### src/rtl/synth_cfg_pkg.sv
// Shared constants, FSM state encoding and config payload for the synth configuration controller.
package synth_cfg_pkg;

    localparam int unsigned KEY_W   = 4;
    localparam int unsigned INSTR_W = 6;
    localparam int unsigned MUTE_W  = 3;
    localparam int unsigned ECHO_W  = 3;
    localparam int unsigned VOICE_W = 2;
    localparam int unsigned POS_W   = 5;
    localparam int unsigned OFF_W   = 10;

    localparam logic [KEY_W-1:0] KEY_MUTE       = 4'h0;
    localparam logic [KEY_W-1:0] KEY_VOICE0     = 4'h1;
    localparam logic [KEY_W-1:0] KEY_VOICE1     = 4'h2;
    localparam logic [KEY_W-1:0] KEY_VOICE2     = 4'h3;
    localparam logic [KEY_W-1:0] KEY_INSTR_BASE = 4'h4;
    localparam logic [KEY_W-1:0] KEY_INSTR_LAST = 4'h7;
    localparam logic [KEY_W-1:0] KEY_ECHO_UP    = 4'hA;
    localparam logic [KEY_W-1:0] KEY_ECHO_DN    = 4'hB;
    localparam logic [KEY_W-1:0] KEY_DEFAULT    = 4'hC;

    localparam logic [ECHO_W-1:0] ECHO_MAX = 3'd7;

    typedef enum logic [1:0] {
        IDLE  = 2'd0,
        PEND  = 2'd1,
        APPLY = 2'd2
    } cfg_state_e;

    typedef struct packed {
        logic [INSTR_W-1:0] instr;
        logic [MUTE_W-1:0]  mute;
        logic [ECHO_W-1:0]  echo;
    } cfg_s;

    localparam cfg_s                CFG_DEFAULT   = '{instr: '0, mute: '0, echo: '0};
    localparam logic [VOICE_W-1:0]  VOICE_DEFAULT = 2'd0;

endpackage

### src/rtl/synth_cfg_ctrl_key_cmd_decode.sv
// Keypad command decoder: owns the shadow config, the selected voice and the dirty flag.
module key_cmd_decode
    import synth_cfg_pkg::*;
#(
    parameter int unsigned NUM_VOICES = 3
) (
    input  logic               clk,
    input  logic               reset,
    input  logic               key_valid,
    input  logic [KEY_W-1:0]   key_code,
    input  logic               commit,
    output cfg_s               shadow_next_c,
    output logic               cmd_c,
    output logic [VOICE_W-1:0] sel_voice,
    output logic               dirty
);

    cfg_s               shadow;
    logic [VOICE_W-1:0] sel_next_c;
    logic [VOICE_W-1:0] vidx_c;

    // Next shadow: the current key merged on top of the stored shadow.
    always_comb begin
        shadow_next_c = shadow;
        sel_next_c    = sel_voice;
        cmd_c         = 1'b0;
        vidx_c        = VOICE_W'(key_code - KEY_VOICE0);
        if (key_valid) begin
            case (key_code)
                KEY_MUTE: begin
                    shadow_next_c.mute[sel_voice] = ~shadow.mute[sel_voice];
                    cmd_c = 1'b1;
                end
                KEY_VOICE0, KEY_VOICE1, KEY_VOICE2: begin
                    if (32'(vidx_c) < NUM_VOICES) begin
                        sel_next_c = vidx_c;
                        cmd_c      = 1'b1;
                    end
                end
                KEY_ECHO_UP: begin
                    if (shadow.echo != ECHO_MAX)
                        shadow_next_c.echo = shadow.echo + ECHO_W'(1);
                    cmd_c = 1'b1;
                end
                KEY_ECHO_DN: begin
                    if (shadow.echo != '0)
                        shadow_next_c.echo = shadow.echo - ECHO_W'(1);
                    cmd_c = 1'b1;
                end
                KEY_DEFAULT: begin
                    shadow_next_c = CFG_DEFAULT;
                    sel_next_c    = VOICE_DEFAULT;
                    cmd_c         = 1'b1;
                end
                default: begin
                    if (key_code >= KEY_INSTR_BASE && key_code <= KEY_INSTR_LAST) begin
                        shadow_next_c.instr[{sel_voice, 1'b0} +: 2] = 2'(key_code - KEY_INSTR_BASE);
                        cmd_c = 1'b1;
                    end
                end
            endcase
        end
    end

    // A commit consumes everything merged so far, including a key in the same cycle.
    always_ff @(posedge clk or posedge reset) begin
        if (reset) begin
            shadow    <= CFG_DEFAULT;
            sel_voice <= VOICE_DEFAULT;
            dirty     <= 1'b0;
        end else begin
            shadow    <= shadow_next_c;
            sel_voice <= sel_next_c;
            if (commit)
                dirty <= 1'b0;
            else if (cmd_c)
                dirty <= 1'b1;
        end
    end

endmodule

### src/rtl/synth_cfg_ctrl.sv
// Configuration controller: frame-aligned commit of keypad settings with req/ack to the player.
module synth_cfg_ctrl
    import synth_cfg_pkg::*;
#(
    parameter int unsigned ACK_TIMEOUT = 255,
    parameter int unsigned NUM_VOICES  = 3
) (
    input  logic               clk,
    input  logic               reset,
    input  logic               key_valid,
    input  logic [KEY_W-1:0]   key_code,
    input  logic [POS_W-1:0]   enc_pos,
    input  logic               new_frame,
    input  logic               cfg_ack,
    output logic [INSTR_W-1:0] instr_cfg,
    output logic [MUTE_W-1:0]  mute,
    output logic [ECHO_W-1:0]  echo_level,
    output logic [VOICE_W-1:0] sel_voice,
    output logic               cfg_req,
    output logic               busy,
    output logic               ack_err,
    output logic [OFF_W-1:0]   disp_off0,
    output logic [OFF_W-1:0]   disp_off1,
    output logic [OFF_W-1:0]   disp_off2
);

    localparam int unsigned CNT_W = (ACK_TIMEOUT < 1) ? 1 : $clog2(ACK_TIMEOUT + 1);

    cfg_state_e         state;
    logic [CNT_W-1:0]   tmo_cnt;
    cfg_s               shadow_next_c;
    logic               cmd_c;
    logic               dirty;
    logic               commit_c;
    logic               timeout_c;
    logic [OFF_W-1:0]   pos_base_c;

    assign commit_c   = (state == PEND) && new_frame;
    assign timeout_c  = (tmo_cnt == CNT_W'(ACK_TIMEOUT));
    assign pos_base_c = OFF_W'({enc_pos, 2'b00});

    key_cmd_decode #(
        .NUM_VOICES (NUM_VOICES)
    ) u_decode (
        .clk           (clk),
        .reset         (reset),
        .key_valid     (key_valid),
        .key_code      (key_code),
        .commit        (commit_c),
        .shadow_next_c (shadow_next_c),
        .cmd_c         (cmd_c),
        .sel_voice     (sel_voice),
        .dirty         (dirty)
    );

    always_ff @(posedge clk or posedge reset) begin
        if (reset) begin
            state      <= IDLE;
            tmo_cnt    <= '0;
            instr_cfg  <= '0;
            mute       <= '0;
            echo_level <= '0;
            cfg_req    <= 1'b0;
            busy       <= 1'b0;
            ack_err    <= 1'b0;
            disp_off0  <= '0;
            disp_off1  <= '0;
            disp_off2  <= '0;
        end else begin
            disp_off0 <= pos_base_c;
            disp_off1 <= pos_base_c << 1;
            disp_off2 <= pos_base_c << 2;

            // A timeout in the same cycle as key C still leaves the error flagged.
            if (key_valid && key_code == KEY_DEFAULT)
                ack_err <= 1'b0;

            case (state)
                IDLE: begin
                    if (cmd_c) begin
                        state <= PEND;
                        busy  <= 1'b1;
                    end
                end
                PEND: begin
                    if (new_frame) begin
                        instr_cfg  <= shadow_next_c.instr;
                        mute       <= shadow_next_c.mute;
                        echo_level <= shadow_next_c.echo;
                        cfg_req    <= 1'b1;
                        tmo_cnt    <= '0;
                        state      <= APPLY;
                    end
                end
                APPLY: begin
                    if (cfg_ack || timeout_c) begin
                        cfg_req <= 1'b0;
                        if (!cfg_ack)
                            ack_err <= 1'b1;
                        if (dirty || cmd_c) begin
                            state <= PEND;
                        end else begin
                            state <= IDLE;
                            busy  <= 1'b0;
                        end
                    end else begin
                        tmo_cnt <= tmo_cnt + CNT_W'(1);
                    end
                end
                default: begin
                    state <= IDLE;
                    busy  <= 1'b0;
                end
            endcase
        end
    end

endmodule

### config.mk
export PLATFORM = sky130hd
export DESIGN_NAME = synth_cfg_ctrl
export DESIGN_NICKNAME = d
export VERILOG_FILES = /design/src/rtl/synth_cfg_pkg.sv /design/src/rtl/synth_cfg_ctrl_key_cmd_decode.sv /design/src/rtl/synth_cfg_ctrl.sv
export SDC_FILE = /design/constraint.sdc
export NUM_CORES = 1
export LEC_CHECK = 0
export ABC_AREA = 1
export CAP_MARGIN = 0
export CORE_MARGIN = 2
export CORE_UTILIZATION = 30
export CTS_BUF_LIST = sky130_fd_sc_hd__clkbuf_4
export DETAILED_ROUTE_END_ITERATION = 10
export PLACE_DENSITY_LB_ADDON = 0.3
export SLEW_MARGIN = 0
export SYNTH_ARGS = -nofsm -noshare
export SYNTH_HDL_FRONTEND = slang
export SYNTH_HIERARCHICAL = 1
export SYNTH_SLANG_ARGS = --single-unit
### constraint.sdc
create_clock -name clk -period 1.9 [get_ports clk]
set_clock_uncertainty 0.15 [all_clocks]
set_input_delay 0.38 -clock clk [delete_from_list [all_inputs] [get_ports clk]]
set_output_delay 0.38 -clock clk [all_outputs]
set_load 0.01 [all_outputs]
==> out/qor.csv, run 1 <==
stage,metric,value,unit
status,outcome,completed,
setup_path,regToRegSetupSlack,0.21,ns
placement,portBuffers,45,
routing,first_iter_violations,51,
sta,hold_violations,0,
floorplanning,dieArea,9705,sq um
setup_path,path_cells,clkdlybuf4s50_1,
grt,antenna_found_initial,0,
sta,setup_viol,0,
grt,grt_start_max_net_pins,31,
pwr,power,3.178,mW
sta,fin_crit,1.823,ns
cells_and_area,area_delta_synth_final,24.65,%
pwr,switching_share,0.3583,
cts,cts_tree,yes,
cells_and_area,fin_util,0.3849,
job,drv_cap,0,
floorplanning,row_count,34,
setup_path,cp_max_fo,2,
cts,cts_max_path_buffers,2,
cells_and_area,final_area,3341,sq um
routing,drt-pass1-iter-count,6,
pwr,peakVddDrop,0.5635,mV
setup_path,critPathCaptureType,output port,
pwr,power.leakage,1.737,nW
setup_path,path_class,flop to output port,
synthesis,synth_cell_types,32,
pwr,power.switching,1.139,mW
floorplanning,core,8678,sq um
floorplanning,start_util,0.3088,
setup_path,cpPeakStageDelay,0.55,ns
synthesis,synth_edf_count,0,
sta,timing.final.max_slew_violations,0,
cts,cts_sinks,45,
routing,ant_nets,0,
cts,cts_hold_buffers,0,
sta,holdWs,0.2038,ns
placement,dp_hpwl,4.336,mm
placement,placed_cell_area,3246,sq um
setup_path,crit_buf_inv,1,
synthesis,synth_async_sr_flop_share,1.000,
synthesis,synth_ff_type,dfrtp_1,
routing,routed_wl,5.584,mm
cts,cts_made_buffers,5,
floorplanning,die_w,98.52,microns
grt,track_usage,0.1209,
sta,fin_setup_tns,0,ns
synthesis,syn_area_per_cell,7.549,sq um
min_path,hold_path_class,input port to async pin,
sta,fmax,548.5,MHz
grt,grt_pass1_wl,9.708,mm
cells_and_area,nets,434,
grt,gr-total-overflow,0,
routing,via_per_inst,4.311,
cts,clkLatencyLatePin,0.35,ns
cts,cts_root_buf,clkbuf_4,
pwr,power_density,951.1,nW/um^2
cells_and_area,layout-drive-gt1-share,0.1453,
setup_path,required,1.37,ns
pwr,power.internal,2.039,mW
pwr,p_comb_frac,0.395,
pwr,seqPwrFrac,0.417,
setup_path,cp-start-kind,flop,
setup_path,path_delay_family,buffers and inverters,
routing,drc,0,
synthesis,ys_warn_count,6,
cells_and_area,finalNonFillerCells,521,
placement,placed_cells,512,
setup_path,crit_arrival,1.29,ns
setup_path,cpMaxStageDelayCell,clkdlybuf4s50_1,
sta,period_share,0.9596,
placement,dpl_worst_slack,-0.2164,ns
synthesis,ys_seq_area_frac,0.4202,
synthesis,syn_inst,355,
grt,first_global_vias,2129,
synthesis,syn_area,2680,sq um
cts,htreeDepth,2,
pwr,clockPowerShare,0.188,
sta,layout_setup_ws,0.07679,ns
floorplanning,ios,61,
placement,gp_congestion,0.8371,
synthesis,ys_ff_latch,45,
sta,rsz0062_at_grt,no,
routing,wl_per_cell,10.72,microns
floorplanning,die_height,98.52,microns
routing,vias,2246,
cells_and_area,n_antenna_cell,0,
cts,clk_pin_slew_worst_paths,0.13,ns
[sequential cells by signal, summed over array words and instances, names as in the netlist]
| signal | cells |
|---|---|
| ack_err | 1 |
| busy | 1 |
| cfg_req | 1 |
| disp_off0 | 5 |
| echo_level | 3 |
| instr_cfg | 6 |
| mute | 3 |
| state | 2 |
| tmo_cnt | 8 |
| u_decode/dirty | 1 |
| u_decode/sel_voice | 2 |
| u_decode/shadow | 12 |
[cell usage after synthesis (5+ instances only)]
cell type | instances | area, sq um
buf_4 | 27 | 202.7
dfrtp_1 | 45 | 1126
ha_1 | 8 | 100.1
inv_1 | 28 | 105.1
inv_2 | 8 | 30.03
nand2_1 | 123 | 461.7
nand2_2 | 5 | 31.28
nand2_4 | 5 | 56.30
nand3_1 | 28 | 140.1
nor2_1 | 33 | 123.9
o21ai_0 | 12 | 60.06
[per-layer routing]
layer | vias up | track usage | part of all wire
li1 | 1171 | - | -
met4 | 0 | 0.02845 | 0.0091
met2 | 49 | 0.1983 | 0.48
met3 | 7 | 0.02837 | 0.043
met1 | 1019 | 0.1629 | 0.47
met5 | - | 0 | 0
[power groups by stage]
| stage | Clock (mW) | Combinational [mW] | Sequential [mW] |
|---|---|---|---|
| 2_1_floorplan | 0 | 0.723 | 1.38 |
| 3_3_place_gp | 0 | 1.24 | 1.34 |
| 3_5_place_dp | 0 | 1.26 | 1.34 |
| 4_1_cts | 0.629 | 1.27 | 1.33 |
| 5_1_grt | 0.657 | 1.41 | 1.36 |
| 6_report | 0.598 | 1.25 | 1.33 |
[cell families (layout without fill, tap and decap cells)]
logic type / after synthesis / after routing / share of synthesized area
AO/OA/AOI/OAI: 23 / 23 / 0.05369
XOR/XNOR: 2 / 2 / 0.006537
adder cells (fa/ha/maj): 8 / 8 / 0.03735
buffers and inverters: 66 / 110 / 0.1335
flip-flops: 45 / 45 / 0.4202
other: 1 / 15 / 0.001399
AND/OR/NAND/NOR: 210 / 210 / 0.3473
[worst paths after layout]
path,from,to,depth (start not counted)
max,busy$_DFFE_PP0P_,busy,1
min,reset,u_decode/shadow[7]$_DFF_PP0_,3
max reg2reg,u_decode/sel_voice[0]$_DFFE_PP0P_,instr_cfg[0]$_DFFE_PP0P_,11
min reg2reg,mute[0]$_DFFE_PP0P_,mute[0]$_DFFE_PP0P_,2
max in group asynchronous,reset,busy$_DFFE_PP0P_,3
min in group clk,enc_pos[2],disp_off0[4]$_DFF_PP0_,1
[cell usage in the layout, fill, tap and decap left out, drive strengths merged]
| cell | instances |
|---|---|
| and2 | 1 |
| clkbuf | 6 |
| dfrtp | 45 |
| nor3 | 2 |
| nand3 | 28 |
| o21ai | 17 |
| o31ai | 2 |
| dlymetal6s2s | 1 |
| clkdlybuf4s50 | 43 |
| buf | 21 |
| xor2 | 1 |
| nor3b | 1 |
| o211a | 1 |
| nand2 | 133 |
| inv | 36 |
| bufinv | 1 |
| conb | 15 |
| dlygate4sd2 | 1 |
| nand3b | 2 |
| a21oi | 3 |
| nor2 | 39 |
| ha | 8 |
| clkinv | 1 |
| or2 | 4 |
| xnor2 | 1 |
[repair_timing]
action | in CTS | in global routing
gates cloned | 0 | 0
resized for setup | 1 | 5
buffers inserted | 1 | 0
setup endpoints to repair | 1 | 7
pin swaps | 0 | 1
[layout make-up]
| cell class | count | area (sq um) |
|---|---|---|
| fillers | 924 | 5338 |
| well taps | 108 | 135.1 |
| clock inverters | 2 | 33.78 |
| inverters | 36 | 137.6 |
| clock buffers | 6 | 45.04 |
| repair buffers | 66 | 609.3 |
| flip-flops and latches | 45 | 1126 |
| multi-input cells | 258 | 1254 |
Note: power is estimated with default switching activity, not from simulation.
==> inputs of run 2 (changes only) <==
--- a/config.mk
+++ b/config.mk
@@ -12,6 +12,7 @@
 export CTS_BUF_LIST = sky130_fd_sc_hd__clkbuf_4
 export DETAILED_ROUTE_END_ITERATION = 10
 export PLACE_DENSITY_LB_ADDON = 0.3
+export SKIP_LAST_GASP = 1
 export SLEW_MARGIN = 0
 export SYNTH_ARGS = -nofsm -noshare
 export SYNTH_HDL_FRONTEND = slang
==> constraint.sdc (replaced) <==
create_clock -name clk -period 1.7 [get_ports clk]
set_clock_uncertainty 0.15 [all_clocks]
set_input_delay 0.255 -clock clk [delete_from_list [all_inputs] [get_ports clk]]
set_output_delay 0.255 -clock clk [all_outputs]
set_load 0.01 [all_outputs]
==> run 2 against run 1 <==
Flip-flop and latch count is the same; via count is 2.1% higher; sequential power increased by 11%; highest routed layer unchanged; total power grew 14%; count of clock-buffer cells in the layout is the same; sequential share of layout area fell by 1.3 points; die area did not move; combinational power increased by 18%; non-clock buffer count increased by 12; final cell count rose by 2.3%.
==> out/qor.csv, run 2 (synthesis gave the netlist of run 1 again) <==
stage,metric,value,unit,change
cts,cts_tree,yes,,
grt,gr-total-overflow,0,,unchanged
setup_path,crit_arrival,1.84,ns,+0.55 ns
cells_and_area,fillers,953,,+3.1%
cts,cts_root_buf,clkbuf_4,,
pwr,power.leakage,1.908,nW,+9.9%
pwr,p_comb_frac,0.408,,+0.013
grt,grt_start_max_net_pins,31,,unchanged
pwr,power.internal,2.301,mW,+13%
routing,drc,0,,unchanged
placement,dp_hpwl,4.415,mm,+1.8%
setup_path,critPathCaptureType,flop,,
grt,use_met2,0.2119,,+0.01361
cts,clkLatencyLatePin,0.37,ns,+0.02 ns
cells_and_area,layout_commonest_cell,nand2_1,,
routing,wl_per_cell,10.81,microns,+0.83%
sta,fmax,598.8,MHz,
floorplanning,ios,61,,unchanged
pwr,power.switching,1.321,mW,+16%
routing,vias,2293,,+2.1%
cts,htreeDepth,2,,unchanged
sta,timing.final.max_slew_violations,0,,unchanged
pwr,switching_share,0.3648,,+0.006428
cells_and_area,largest-register,u_decode/shadow,,
cells_and_area,largestRegisters,"u_decode/shadow (12), tmo_cnt (8), instr_cfg (6)",,
placement,placed_cell_area,3288,sq um,+1.3%
routing,ant_nets,0,,unchanged
cts,cts_made_buffers,5,,unchanged
cells_and_area,final_area,3471,sq um,+3.9%
floorplanning,core,8678,sq um,unchanged
cells_and_area,layout_common_cells,"116 x nand2_1, 45 x dfrtp_1, 30 x buf_4, 29 x nor2_1, 29 x dlygate4sd2_1",,
cts,clk_pin_slew_worst_paths,0.14,ns,about the same
routing,via_per_inst,4.302,,-0.21%
grt,grt_busiest_layer,met2,,
placement,portBuffers,45,,unchanged
cts,cts_max_path_buffers,2,,unchanged
min_path,hold_path_class,input port to async pin,,
status,outcome,completed,,
sta,fin_crit,1.670,ns,
pwr,peakVddDrop,0.5941,mV,+5.4%
grt,first_global_vias,2203,,+3.5%
grt,track_usage,0.1268,,+0.005839
sta,setup_viol,0,,unchanged
pwr,power_density,1044,nW/um^2,+9.7%
grt,grt_pass1_wl,9.970,mm,+2.7%
sta,holdWs,0.05240,ns,-0.1514 ns
floorplanning,start_util,0.3088,,unchanged
grt,grt_use_met1,0.1598,,-0.003186
sta,rsz0062_at_grt,yes,,
setup_path,cp_max_fo,5,,+3
pwr,clockPowerShare,0.186,,-0.002
sta,fin_setup_tns,0,ns,unchanged
sta,hold_violations,0,,unchanged
cells_and_area,largest_register_ff_count,12,,unchanged
routing,first_iter_violations,46,,-9.8%
floorplanning,dieArea,9705,sq um,unchanged
placement,gp_congestion,0.8619,,+3.0%
floorplanning,die_w,98.52,microns,unchanged
cells_and_area,finalNonFillerCells,533,,+2.3%
routing,drt-pass1-iter-count,4,,-2
cells_and_area,nets,446,,+2.8%
grt,use_met3,0.02979,,+0.001418
cts,cts_sinks,45,,unchanged
cells_and_area,seq_area,1126,sq um,unchanged
cells_and_area,n_antenna_cell,0,,unchanged
routing,routed_wl,5.760,mm,+3.2%
cells_and_area,area_delta_synth_final,29.51,%,
floorplanning,row_count,34,,unchanged
job,drv_cap,0,,unchanged
grt,antenna_found_initial,0,,unchanged
floorplanning,die_height,98.52,microns,unchanged
setup_path,cp-start-kind,flop,,
cells_and_area,multiInputGateArea,1296,sq um,+3.4%
pwr,power,3.623,mW,+14%
setup_path,path_class,flop to flop,,
setup_path,required,1.87,ns,+0.50 ns
pwr,seqPwrFrac,0.405,,-0.012
cells_and_area,layout-drive-gt1-share,0.2000,,+0.05472
sta,period_share,0.9824,,
placement,placed_cells,516,,+0.78%
## run 2: cell types whose count changed in the layout (fill, tap and decap cells not counted), moves of 3 or more
cell,previous run,this run
nand2_2,5,12
clkdlybuf4s50_1,43,12
dlymetal6s2s_1,1,4
dlygate4sd2_1,1,29
buf_4,21,30
nand2_1,123,116
## run 2: power by group through the flow
stage,sequential (mW),combinational (mW),clock [mW]
6_report,1.47,1.48,0.675
5_1_grt,1.51,1.67,0.744
4_1_cts,1.47,1.38,0.717
3_5_place_dp,1.50,1.45,0
3_3_place_gp,1.49,1.42,0
2_1_floorplan,1.54,0.808,0
## run 2: layout make-up
cell class	count	area share
clock inverter	2	0.009733
clock buffer	6	0.01298
sequential	45	0.3244
tap	108	0.03893
inverter	36	0.04110
timing repair buffer	78	0.1994
multi-input combinational	258	0.3735
## run 2: timing repair
| item | 4_1_cts | 5_1_grt |
|---|---|---|
| hold buffers | 0 | 0 |
| gates resized for setup | 29 | 28 |
| pin swaps | 0 | 8 |
| setup buffers | 5 | 4 |
| setup endpoints to repair | 29 | 24 |
## run 2: critical path, cell delays in order, from the launching register on
cell     delay (ns)
dfrtp_1        0.38
buf_6          0.11
inv_6          0.04
ha_4           0.26
inv_4          0.03
nor2_4         0.11
nand2_2        0.06
o21ai_0        0.18
nand3_1        0.09
nand2_1        0.09
nand2_1        0.06
nand2_1        0.06
## run 2: path summary, 6_finish.rpt
kind	startpoint	endpoint	slack, ns	cells past startpoint
worst max-delay path	u_decode/sel_voice[0]$_DFFE_PP0P_	instr_cfg[4]$_DFFE_PP0P_	0.03	11
worst min-delay path	reset	u_decode/shadow[7]$_DFF_PP0_	0.05	3
worst max register to register	u_decode/sel_voice[0]$_DFFE_PP0P_	instr_cfg[4]$_DFFE_PP0P_	0.03	11
worst min register to register	instr_cfg[3]$_DFFE_PP0P_	instr_cfg[3]$_DFFE_PP0P_	0.33	2
max in group asynchronous	reset	instr_cfg[3]$_DFFE_PP0P_	1.15	3
min in group clk	enc_pos[2]	disp_off0[4]$_DFF_PP0_	0.16	1
## run 2: per-stage QoR
stage          setup slack, ns  utilization
6_report               0.02987       0.3999
4_1_cts               -0.02333       0.3881
2_1_floorplan          0.05806            -
3_3_place_gp           -0.2559       0.3789
5_1_grt               -0.06282       0.3999
3_5_place_dp           -0.3121       0.3789
## run 2: layer usage
layer  part of all wire  up-vias
met5                  0        -
met4              0.016        0
met3              0.048        9
met2               0.48       55
met1               0.45     1035
li1                   -     1194
